[src/rtl/fp_flag_latch.sv]
// fp_flag_latch: turns per-result floating-point exception flags into a stable
// 4-bit LED vector.
//
// In stretch mode each flagged result lights its bits for STRETCH_CYCLES cycles.
// A new event restarts that window. In sticky mode the bits stay lit until the
// operator presses the clear button. The button is synchronized and debounced.
// A saturating counter records how many flagged results have been seen.
//
// Ports:
//   clk        system clock, rising edge
//   rst        asynchronous active-high reset
//   flag_valid one-cycle strobe qualifying flag_in
//   flag_in    [3] invalid, [2] div-by-zero, [1] underflow, [0] overflow
//   sticky_en  1 = sticky mode, 0 = stretch mode
//   clr_btn    raw bouncing push-button, high = pressed
//   overfloat  registered flag vector to the LED stage
//   ev_count   saturating count of flagged results
module fp_flag_latch #(
    parameter int unsigned STRETCH_CYCLES = 25_000_000,
    parameter int unsigned DEB_CYCLES     = 500_000,
    parameter int unsigned CNT_W          = 8
) (
    input  logic             clk,
    input  logic             rst,
    input  logic             flag_valid,
    input  logic [3:0]       flag_in,
    input  logic             sticky_en,
    input  logic             clr_btn,
    output logic [3:0]       overfloat,
    output logic [CNT_W-1:0] ev_count
);

    localparam int unsigned TimerW = (STRETCH_CYCLES > 1) ? $clog2(STRETCH_CYCLES) : 1;
    localparam int unsigned DebW   = (DEB_CYCLES > 1) ? $clog2(DEB_CYCLES) : 1;

    localparam logic [TimerW-1:0] TimerLoad = TimerW'(STRETCH_CYCLES - 1);
    localparam logic [DebW-1:0]   DebLast   = DebW'(DEB_CYCLES - 1);
    localparam logic [CNT_W-1:0]  CntMax    = '1;

    typedef enum logic [1:0] {
        StIdle,
        StShow,
        StHold
    } state_e;

    // Clear button: synchronizer, debouncer, rising-edge pulse.
    logic            sync1_q, sync2_q;
    logic            deb_d, deb_q;
    logic [DebW-1:0] deb_cnt_d, deb_cnt_q;
    logic            clr_pulse_d, clr_pulse_q;

    always_comb begin
        deb_d     = deb_q;
        deb_cnt_d = '0;
        // The count only runs while the input disagrees; any agreement restarts it.
        if (sync2_q != deb_q) begin
            if (deb_cnt_q == DebLast) begin
                deb_d = sync2_q;
            end else begin
                deb_cnt_d = deb_cnt_q + DebW'(1);
            end
        end
    end

    assign clr_pulse_d = deb_d & ~deb_q;

    always_ff @(posedge clk or posedge rst) begin
        if (rst) begin
            sync1_q     <= 1'b0;
            sync2_q     <= 1'b0;
            deb_q       <= 1'b0;
            deb_cnt_q   <= '0;
            clr_pulse_q <= 1'b0;
        end else begin
            sync1_q     <= clr_btn;
            sync2_q     <= sync1_q;
            deb_q       <= deb_d;
            deb_cnt_q   <= deb_cnt_d;
            clr_pulse_q <= clr_pulse_d;
        end
    end

    // Display FSM and event counter.
    state_e            state_d, state_q;
    logic [3:0]        flags_d, flags_q;
    logic [TimerW-1:0] timer_d, timer_q;
    logic [CNT_W-1:0]  cnt_d, cnt_q;
    logic              event_hit;

    assign event_hit = flag_valid && (flag_in != 4'b0000);

    always_comb begin
        state_d = state_q;
        flags_d = flags_q;
        timer_d = timer_q;
        cnt_d   = cnt_q;

        if (clr_pulse_q) begin
            // Clear beats a simultaneous event; that event is dropped entirely.
            state_d = StIdle;
            flags_d = 4'b0000;
            timer_d = '0;
            cnt_d   = '0;
        end else begin
            if (event_hit && (cnt_q != CntMax)) begin
                cnt_d = cnt_q + CNT_W'(1);
            end
            case (state_q)
                StIdle: begin
                    flags_d = 4'b0000;
                    if (event_hit) begin
                        flags_d = flag_in;
                        timer_d = TimerLoad;
                        state_d = sticky_en ? StHold : StShow;
                    end
                end
                StShow: begin
                    if (event_hit) begin
                        flags_d = flags_q | flag_in;
                        timer_d = TimerLoad;
                    end else if (sticky_en) begin
                        state_d = StHold;
                    end else if (timer_q == '0) begin
                        state_d = StIdle;
                        flags_d = 4'b0000;
                    end else begin
                        timer_d = timer_q - TimerW'(1);
                    end
                end
                StHold: begin
                    // Only the clear button releases held flags.
                    if (event_hit) begin
                        flags_d = flags_q | flag_in;
                    end
                end
                default: begin
                    state_d = StIdle;
                    flags_d = 4'b0000;
                    timer_d = '0;
                end
            endcase
        end
    end

    always_ff @(posedge clk or posedge rst) begin
        if (rst) begin
            state_q <= StIdle;
            flags_q <= 4'b0000;
            timer_q <= '0;
            cnt_q   <= '0;
        end else begin
            state_q <= state_d;
            flags_q <= flags_d;
            timer_q <= timer_d;
            cnt_q   <= cnt_d;
        end
    end

    assign overfloat = flags_q;
    assign ev_count  = cnt_q;

endmodule

[config.mk]
export PLATFORM = sky130hd
export DESIGN_NAME = fp_flag_latch
export DESIGN_NICKNAME = d
export VERILOG_FILES = /design/src/rtl/fp_flag_latch.sv
export SDC_FILE = /design/constraint.sdc
export NUM_CORES = 1
export LEC_CHECK = 0
export ABC_CLOCK_PERIOD_IN_PS = 4600
export CAP_MARGIN = 10
export CORE_ASPECT_RATIO = 1.4
export CORE_MARGIN = 4
export CORE_UTILIZATION = 64
export CTS_CLUSTER_SIZE = 24
export DETAILED_ROUTE_END_ITERATION = 8
export GPL_TIMING_DRIVEN = 0
export MAX_ROUTING_LAYER = met4
export PLACE_DENSITY = 0.85
export SLEW_MARGIN = 20
export SYNTH_ARGS = -nofsm -noshare
export SYNTH_HDL_FRONTEND = slang
export SYNTH_SLANG_ARGS = --single-unit
[constraint.sdc]
create_clock -name clk -period 4.6 [get_ports clk]
set_input_delay 0.69 -clock clk [delete_from_list [all_inputs] [get_ports clk]]
set_output_delay 0.69 -clock clk [all_outputs]
set_load 0.005 [all_outputs]
Word level (Yosys, flattened, before mapping)
Cells that the tools add are included.
- $add $sub $neg: 3
- equal/unequal tests: 13
- muxes and demuxes: 26
- bitwise operators: 3
- reduce and logical (&&, ||, !) cells: 9
- operator list (kind ; number):
    $mux W25 ; 5
    $pmux W25 S3 ; 1
    $mux W19 ; 2
    $logic_not A25 Y1 ; 1
    $sub A25 B1 Y25 const B ; 1
    $mux W4 ; 6
    $add A19 B1 Y19 const B ; 1
    $eq A19 B19 Y1 const B ; 1
    $mux W8 ; 2
    $ne A4 B4 Y1 const B ; 4
    $mux W2 ; 6
    $pmux W4 S3 ; 1
    $ne A3 B3 Y1 const B ; 3
    $add A8 B1 Y8 const B ; 1
    $ne A8 B8 Y1 const B ; 1
    $reduce_and A4 Y1 ; 2
    $pmux W2 S3 ; 1
    $or A4 B4 Y4 ; 1
    $reduce_bool A4 Y1 ; 1
    $reduce_and A3 Y1 ; 1
    $eq A2 B1 Y1 const B ; 1
    $eq A2 B2 Y1 const B ; 1
    $logic_and A1 B1 Y1 ; 2
    $logic_not A2 Y1 ; 1
    6 further kinds ; 7
- register bits: 62
- input port bits: 9
- output and inout bits: 12
- logic and storage cells: 63

Depth between registers and ports, before layout
Gate-level depths: netlist (run 1).
- depth after elaboration: 6
- gate-level depth with buffers: 8
- depth with buffers taken out: 7

Worst setup path before layout (run 1)
Ideal clock, no wire load.
- path type: input to register
- start: in flag_in[2]
- end: reg timer_q[18]
- library setup time: 0.137 ns
- arrival time: 1.877 ns
- data required time: 4.463 ns
- path slack: 2.586 ns
- stages on the path: 6
- path buffers: 1
- cell sequence: o41a_1 > o21a_1 > clkbuf_1 > o311a_1 > a31oi_1 > o21ai_0
- cells in the longest elaborated chain, start to end: 5
- elaborated cells on any way between the ends: 9
- those cells by class: eq/ne (3); mux (3); reduce/logical (3)
- ends and longest elaborated chain (element ; RTL line ; RTL):
    start: declaration ; 26 ; input logic [3:0] flag_in,
    $reduce_bool A4 Y1 * ; 90 ; assign event_hit = flag_valid && (flag_in != 4'b0000);
    $logic_and A1 B1 Y1 * ; 90 ;
    $mux W25 ; 118 ; if (event_hit) begin
    $pmux W25 S3 ; 108 ; case (state_q)
    $mux W25 ; 98 ; if (clr_pulse_q) begin
    end signal: assignment ; 154 ; timer_q <= timer_d;
    end: declaration ; 86 ; logic [TimerW-1:0] timer_d, timer_q;
Mark *: on every way between the ends. The rest lies on a longest branch, timed or not.
A chain may end at the register's enable or synchronous reset.

Final worst setup path (run 1)
- start: in flag_in[2]
- end: reg timer_q[8]
Same word-level chain as after synthesis.

==> results.py, run 1 <==
metrics = {
    "sta": {
        "post-route-period-util_pct": 57.74,
        "final_max_slew_viol_count": 0,
        "setup_tns_ns": 0,
        "setup_viol": 0,
        "hold_violations": 0,
        "max_slew_margin_pct": 47.40,
        "finalClockSkew_ns": 0.007389,
        "max_freq_ghz": 0.3765,
        "grt_setup_unrepaired": "false",
        "worstMarginPinSlew_ns": 0.7818,
        "period_minus_slack_ns": 2.656,
    },
    "drt": {
        "vias": 3161,
        "vias_per_cell": 6.613,
        "routed_wirelength_mm": 8.710,
        "drt_iter0_drc": 299,
        "drc": 0,
        "wl_per_cell_um": 18.22,
        "firstDrtPassIters": 5,
        "ant_nets": 0,
    },
    "cells_and_area": {
        "n_antenna_cell": 0,
        "drive_gt1_share_pct": 9.709,
        "n_fill_cell": 372,
        "area_growth_pct": 14.73,
        "finalNetCount": 421,
        "post-route-cell-area_um2": 4025,
    },
    "setup_path": {
        "critPathMaxStageDelay_ns": 0.57,
        "reg2reg_depth": 5,
        "crit_start": "flag_in[2]",
        "path_buf_inv": 1,
        "crit_end": "timer_q[8]$_DFFE_PP0P_",
        "start_kind": "primary input",
        "cp_max_fo": 9,
        "cp.arrival_ns": 2.94,
        "rr_endpoint": "overfloat[2]$_DFFE_PP0P_",
        "slowest_stage": "o41ai_4",
        "crit_chain": "clkdlybuf4s50_1 > o41ai_4 > nand2_1 > nor2_1 > and3_1 > o22a_1",
        "crit_cells": 6,
        "cp_top_family": "simple AND/OR/NAND/NOR gates",
        "crit_type": "primary input to flip-flop",
        "cp-end-kind": "flip-flop",
        "r2r_setup_slack_ns": 2.25,
        "required_ns": 4.88,
        "r2r-start": "timer_q[12]$_DFFE_PP0P_",
    },
    "place": {
        "gp_congestion": 0.9439,
        "io_buffers": 19,
        "dpl-instance-area_um2": 3804,
        "dp_hpwl_mm": 6.102,
    },
    "clock_network": {
        "cts_tree": "yes",
        "ctsHoldBuffers": 0,
        "clock_sinks": 62,
        "cts-resized-gates": 0,
        "max-clock-path-buffers": 2,
        "postCtsSetupRepairBufs": 0,
        "clock_latency_ns": 0.35,
        "htree_levels": 3,
        "cts_root_buf": "clkbuf_8",
        "cts-buffers-inserted": 9,
        "cts.reportedPaths.clkPinSlew_ns": 0.07,
    },
    "yosys": {
        "synth-edff-count": 0,
        "syn_area_um2": 3508,
        "synth.area.top_cells": "dfrtp_1 (44%), nor2_1 (5.2%), nand3_1 (3.7%)",
        "synth_top_area_share_pct": 44.22,
        "synthFlopType": "dfrtp_1",
        "syn-num-nets": 390,
        "yosys_warnings": 0,
        "synthDistinctLibCells": 62,
        "syn_area_per_cell_um2": 9.306,
        "ys_seq_area_share_pct": 44.22,
        "synth_seq_cells": 62,
        "synthArstFlopShare_pct": 100.0,
        "netlist_instances": 377,
        "yosys-top-cells-count": "dfrtp_1 (62), nor2_1 (49), nand2_1 (26), nand3_1 (26), inv_1 (15)",
        "synth_top_area_cell": "dfrtp_1",
        "yosysMostFrequentCell": "dfrtp_1",
    },
    "hold_path": {
        "min_path_cells": 0,
        "hp-class": "flip-flop to flip-flop",
    },
    "power": {
        "vdd_ir_drop_max_v": 0.0003698,
        "cellLeakagePower_nw": 1.662,
        "power.density_nw_per_um2": 523.6,
    },
    "floorplan": {
        "rows": 31,
        "die_area_um2": 6747,
        "die_w_um": 70.58,
        "io_pins": 21,
        "die_h_um": 95.61,
        "start_util_pct": 67.00,
        "core_area_um2": 5236,
    },
    "grt": {
        "grt_pass1_wl_mm": 14.68,
        "grt_pass1_vias": 3129,
        "grt_max_degree": 38,
        "grt-ovfl-total": 0,
        "antenna_found_initial": 0,
        "grt_usage_pct": 28.63,
    },
    "flow_run": {
        "cap_viol_max_count": 0,
    },
    "status": {
        "status": "completed",
    },
}
## cells by family (layout without fill, tap and decap cells)
group / Yosys count / count (layout) / synth area share, %
DFF: 62 / 62 / 44.22
and+or+nand+nor: 167 / 167 / 25.32
AOI/OAI and AO/OA: 87 / 87 / 19.01
adders and majority gates: 4 / 4 / 1.427
buffers and inverters: 32 / 67 / 3.709
xor gates and xnor gates: 24 / 24 / 5.991
muxes: 1 / 1 / 0.3209
## worst reg2reg max path, stage by stage (launching register included)
cell     delay (ns)
dfrtp_1        0.46
nor3_2         0.41
nand4_1        0.29
or2_1          0.39
o31ai_1        0.53
a21oi_1        0.13
## how the worst min path moves through the flow
stage,from,to,slack [ns]
2_1_floorplan,sync1_q$_DFF_PP0_,sync2_q$_DFF_PP0_,0.33
3_3_place_gp,sync1_q$_DFF_PP0_,sync2_q$_DFF_PP0_,0.33
3_5_place_dp,sync1_q$_DFF_PP0_,sync2_q$_DFF_PP0_,0.35
4_1_cts,sync1_q$_DFF_PP0_,sync2_q$_DFF_PP0_,0.36
5_1_grt,sync1_q$_DFF_PP0_,sync2_q$_DFF_PP0_,0.37
6_report,sync1_q$_DFF_PP0_,sync2_q$_DFF_PP0_,0.36
## flip-flops by register name, indices dropped and copies added, names as in the netlist
register	cells
clr_pulse_q	1
deb_cnt_q	19
deb_q	1
ev_count	8
overfloat	4
state_q	2
sync1_q	1
sync2_q	1
timer_q	25
## cell usage in the layout, fill, tap and decap left out, types with 4 or more instances in the layout
cell / n
xnor2_1: 11
o21ai_0: 11
nand4_1: 7
or3_1: 7
clkbuf_1: 9
and2_1: 4
nor2_1: 49
clkbuf_8: 10
buf_2: 8
clkdlybuf4s50_1: 19
nor3_1: 11
dfrtp_1: 62
a21oi_1: 11
and3_1: 9
nand2_1: 26
a31oi_1: 8
o2111ai_1: 4
inv_1: 14
o211ai_1: 7
nor4_1: 5
xor2_1: 13
nand3_1: 26
ha_1: 4
## metrics by stage
stage	setup WS (ns)	util [%]	hold slack [ns]	total power [mW]	cells
6_report	1.944	76.87	0.3559	2.108	478
5_1_grt	1.798	76.87	0.3683	2.242	478
4_1_cts	1.968	76.87	0.3636	2.105	478
3_5_place_dp	1.598	72.64	0.3465	1.564	463
3_3_place_gp	1.364	72.21	0.3340	1.521	462
2_1_floorplan	2.369	-	0.3312	1.299	377
## cell type report
| class | instances | area (um^2) | share of cell area (%) |
|---|---|---|---|
| plain buffers | 17 | 73.82 | 1.834 |
| clock buffers | 10 | 137.6 | 3.419 |
| clock inverters | 5 | 83.83 | 2.083 |
| inverters | 15 | 58.81 | 1.461 |
| multi-input cells | 283 | 1827 | 45.38 |
| flip-flops and latches | 62 | 1551 | 38.55 |
| well taps | 66 | 82.58 | 2.052 |
| repair buffers | 20 | 210.2 | 5.222 |
## routing by layer
| metal | up-vias | track usage, % | wire length [um] |
|---|---|---|---|
| li1 | 1455 | - | - |
| met1 | 1534 | 32.35 | 3378 |
| met2 | 141 | 47.34 | 4584 |
| met3 | 31 | 6.013 | 470 |
| met4 | 0 | 16.14 | 276 |
| met5 | - | - | 0 |
## where the power goes
group          total (mW)  switching (mW)  internal (mW)
Sequential          0.845           0.163          0.682
Clock               0.541           0.223          0.317
Combinational       0.722           0.391          0.331
Total                2.11           0.777           1.33
No activity file was read; power rests on OpenSTA's default activity.
==> inputs of run 2 (changes only) <==
- ABC_CLOCK_PERIOD_IN_PS: 4600 -> 2300
- CORE_UTILIZATION: 64 -> 54
- PLACE_DENSITY: 0.85 -> 0.76
- clock period: 4.6 -> 2.3 ns (I/O delays scaled with it)
==> results.py, run 2 (synthesis results as in run 1) <==
metrics = {
    "status": {
        "status": "completed",
    },
    "place": {
        "io_buffers": 19,
        "dpl-instance-area_um2": 3819,
        "place_ws_ns": -0.3260,
        "gp_congestion": 0.9398,
        "dp_hpwl_mm": 5.802,
    },
    "cells_and_area": {
        "n_fill_cell": 531,
        "drive_gt1_share_pct": 11.75,
        "post-route-cell-area_um2": 4055,
        "final_cell_mix": "dfrtp_1 (62), nor2_1 (48), nand2_1 (26)",
        "n_antenna_cell": 0,
        "finalNetCount": 425,
        "layout_commonest_cell": "dfrtp_1",
        "largest_reg_flops": 25,
        "regArea_um2": 1551,
        "regMostFlops": "timer_q",
        "multi_input_area_um2": 1859,
        "area_growth_pct": 15.58,
    },
    "clock_network": {
        "max-clock-path-buffers": 2,
        "ctsHoldBuffers": 0,
        "cts.reportedPaths.clkPinSlew_ns": 0.08,
        "cts-buffers-inserted": 9,
        "cts_root_buf": "clkbuf_8",
        "clock_sinks": 62,
        "clock_latency_ns": 0.36,
        "cts_tree": "yes",
        "htree_levels": 3,
    },
    "sta": {
        "holdWs_ns": 0.2658,
        "setup_viol": 0,
        "max_slew_margin_pct": 51.15,
        "max_freq_ghz": 0.4570,
        "period_minus_slack_ns": 2.188,
        "final_max_slew_viol_count": 0,
        "post-route-period-util_pct": 95.13,
        "finalClockSkew_ns": 0.01095,
        "worstMarginPinSlew_ns": 0.7261,
        "hold_violations": 0,
        "setup_ws_ns": 0.1120,
    },
    "setup_path": {
        "start_kind": "primary input",
        "r2r_setup_slack_ns": 0.13,
        "crit_start": "flag_in[3]",
        "cp.arrival_ns": 2.49,
        "crit_type": "primary input to flip-flop",
        "reg2reg_depth": 7,
        "r2r-start": "timer_q[0]$_DFFE_PP0P_",
        "crit_end": "timer_q[9]$_DFFE_PP0P_",
        "rr_endpoint": "timer_q[18]$_DFFE_PP0P_",
        "cp-end-kind": "flip-flop",
        "required_ns": 2.60,
        "cp_max_fo": 10,
    },
    "floorplan": {
        "die_h_um": 103.4,
        "die_w_um": 76.12,
        "core_area_um2": 6254,
        "rows": 34,
        "io_pins": 21,
        "start_util_pct": 56.10,
        "die_area_um2": 7869,
    },
    "grt": {
        "grt_pass1_vias": 3009,
        "antenna_found_initial": 0,
        "grt-ovfl-total": 0,
        "grt_max_degree": 48,
        "grt_usage_pct": 22.49,
        "grt_pass1_wl_mm": 13.92,
    },
    "power": {
        "power.density_nw_per_um2": 1001,
        "power_mw": 4.061,
        "vdd_ir_drop_max_v": 0.0004875,
        "cellLeakagePower_nw": 1.669,
    },
    "drt": {
        "vias": 3073,
        "drt_iter0_drc": 314,
        "drc": 0,
        "ant_nets": 0,
        "routed_wirelength_mm": 8.260,
        "wl_per_cell_um": 16.89,
        "vias_per_cell": 6.284,
        "firstDrtPassIters": 5,
    },
    "flow_run": {
        "cap_viol_max_count": 0,
    },
    "hold_path": {
        "hp-class": "primary input to asynchronous set/reset pin",
    },
}
## run 2: cell count changes in the layout (fill, tap and decap cells not counted), sizes merged
| cell | before | now |
|---|---|---|
| buf | 9 | 13 |
| bufinv | 2 | 0 |
| clkbuf | 19 | 18 |
| clkinv | 1 | 3 |
| clkinvlp | 2 | 3 |
| inv | 15 | 16 |
## run 2: worst min path at each step
stage,endpoint,cells past startpoint
4_1_cts,deb_cnt_q[2]$_DFF_PP0_,2
6_report,deb_cnt_q[2]$_DFF_PP0_,2
5_1_grt,deb_cnt_q[2]$_DFF_PP0_,2
2_1_floorplan,sync2_q$_DFF_PP0_,0
3_5_place_dp,sync2_q$_DFF_PP0_,0
3_3_place_gp,sync2_q$_DFF_PP0_,0
## run 2: metrics by stage
stage                     instances  utilization [%]   TNS, ns
after global placement          468            60.58    -46.21
after global routing            489            64.85  -0.06180
after floorplan                 377                -         0
after detailed placement        469            61.06    -3.899
after CTS                       485            63.85         0
final                           489            64.85         0
## run 2: cell type report
class	instances	share of cell area, %
plain buffers	17	1.820
clock buffers	9	3.055
clock inverters	7	1.234
inverters	15	1.450
multi-input cells	283	45.85
flip-flops and latches	62	38.26
well taps	72	2.222
repair buffers	24	6.109
## run 2: critical path, cell delays in order
cell	delay [ns]
clkdlybuf4s50_1	0.51
o41ai_4	0.55
nand2_1	0.13
clkbuf_1	0.29
nor3_1	0.34
o311a_1	0.22
a211o_1	0.10
## run 2: per-layer routing
layer / vias to the layer above / wire (um) / share of wire, % / track usage (%)
met5: - / 0 / 0 / -
li1: 1464 / - / - / -
met4: 0 / 229 / 2.8 / 11.04
met1: 1495 / 3463 / 42 / 25.27
met2: 87 / 4215 / 51 / 38.32
met3: 27 / 351 / 4.2 / 4.766
## run 2: timing repair
action | 4_1_cts | 5_1_grt
endpoints found under the setup margin | 0 | 19
gates resized for setup | 0 | 7
buffers inserted | 0 | 4
## run 2: power by group
group          internal (mW)  switching [mW]
registers               1.36           0.329
logic                  0.710           0.786
clock network          0.391           0.482
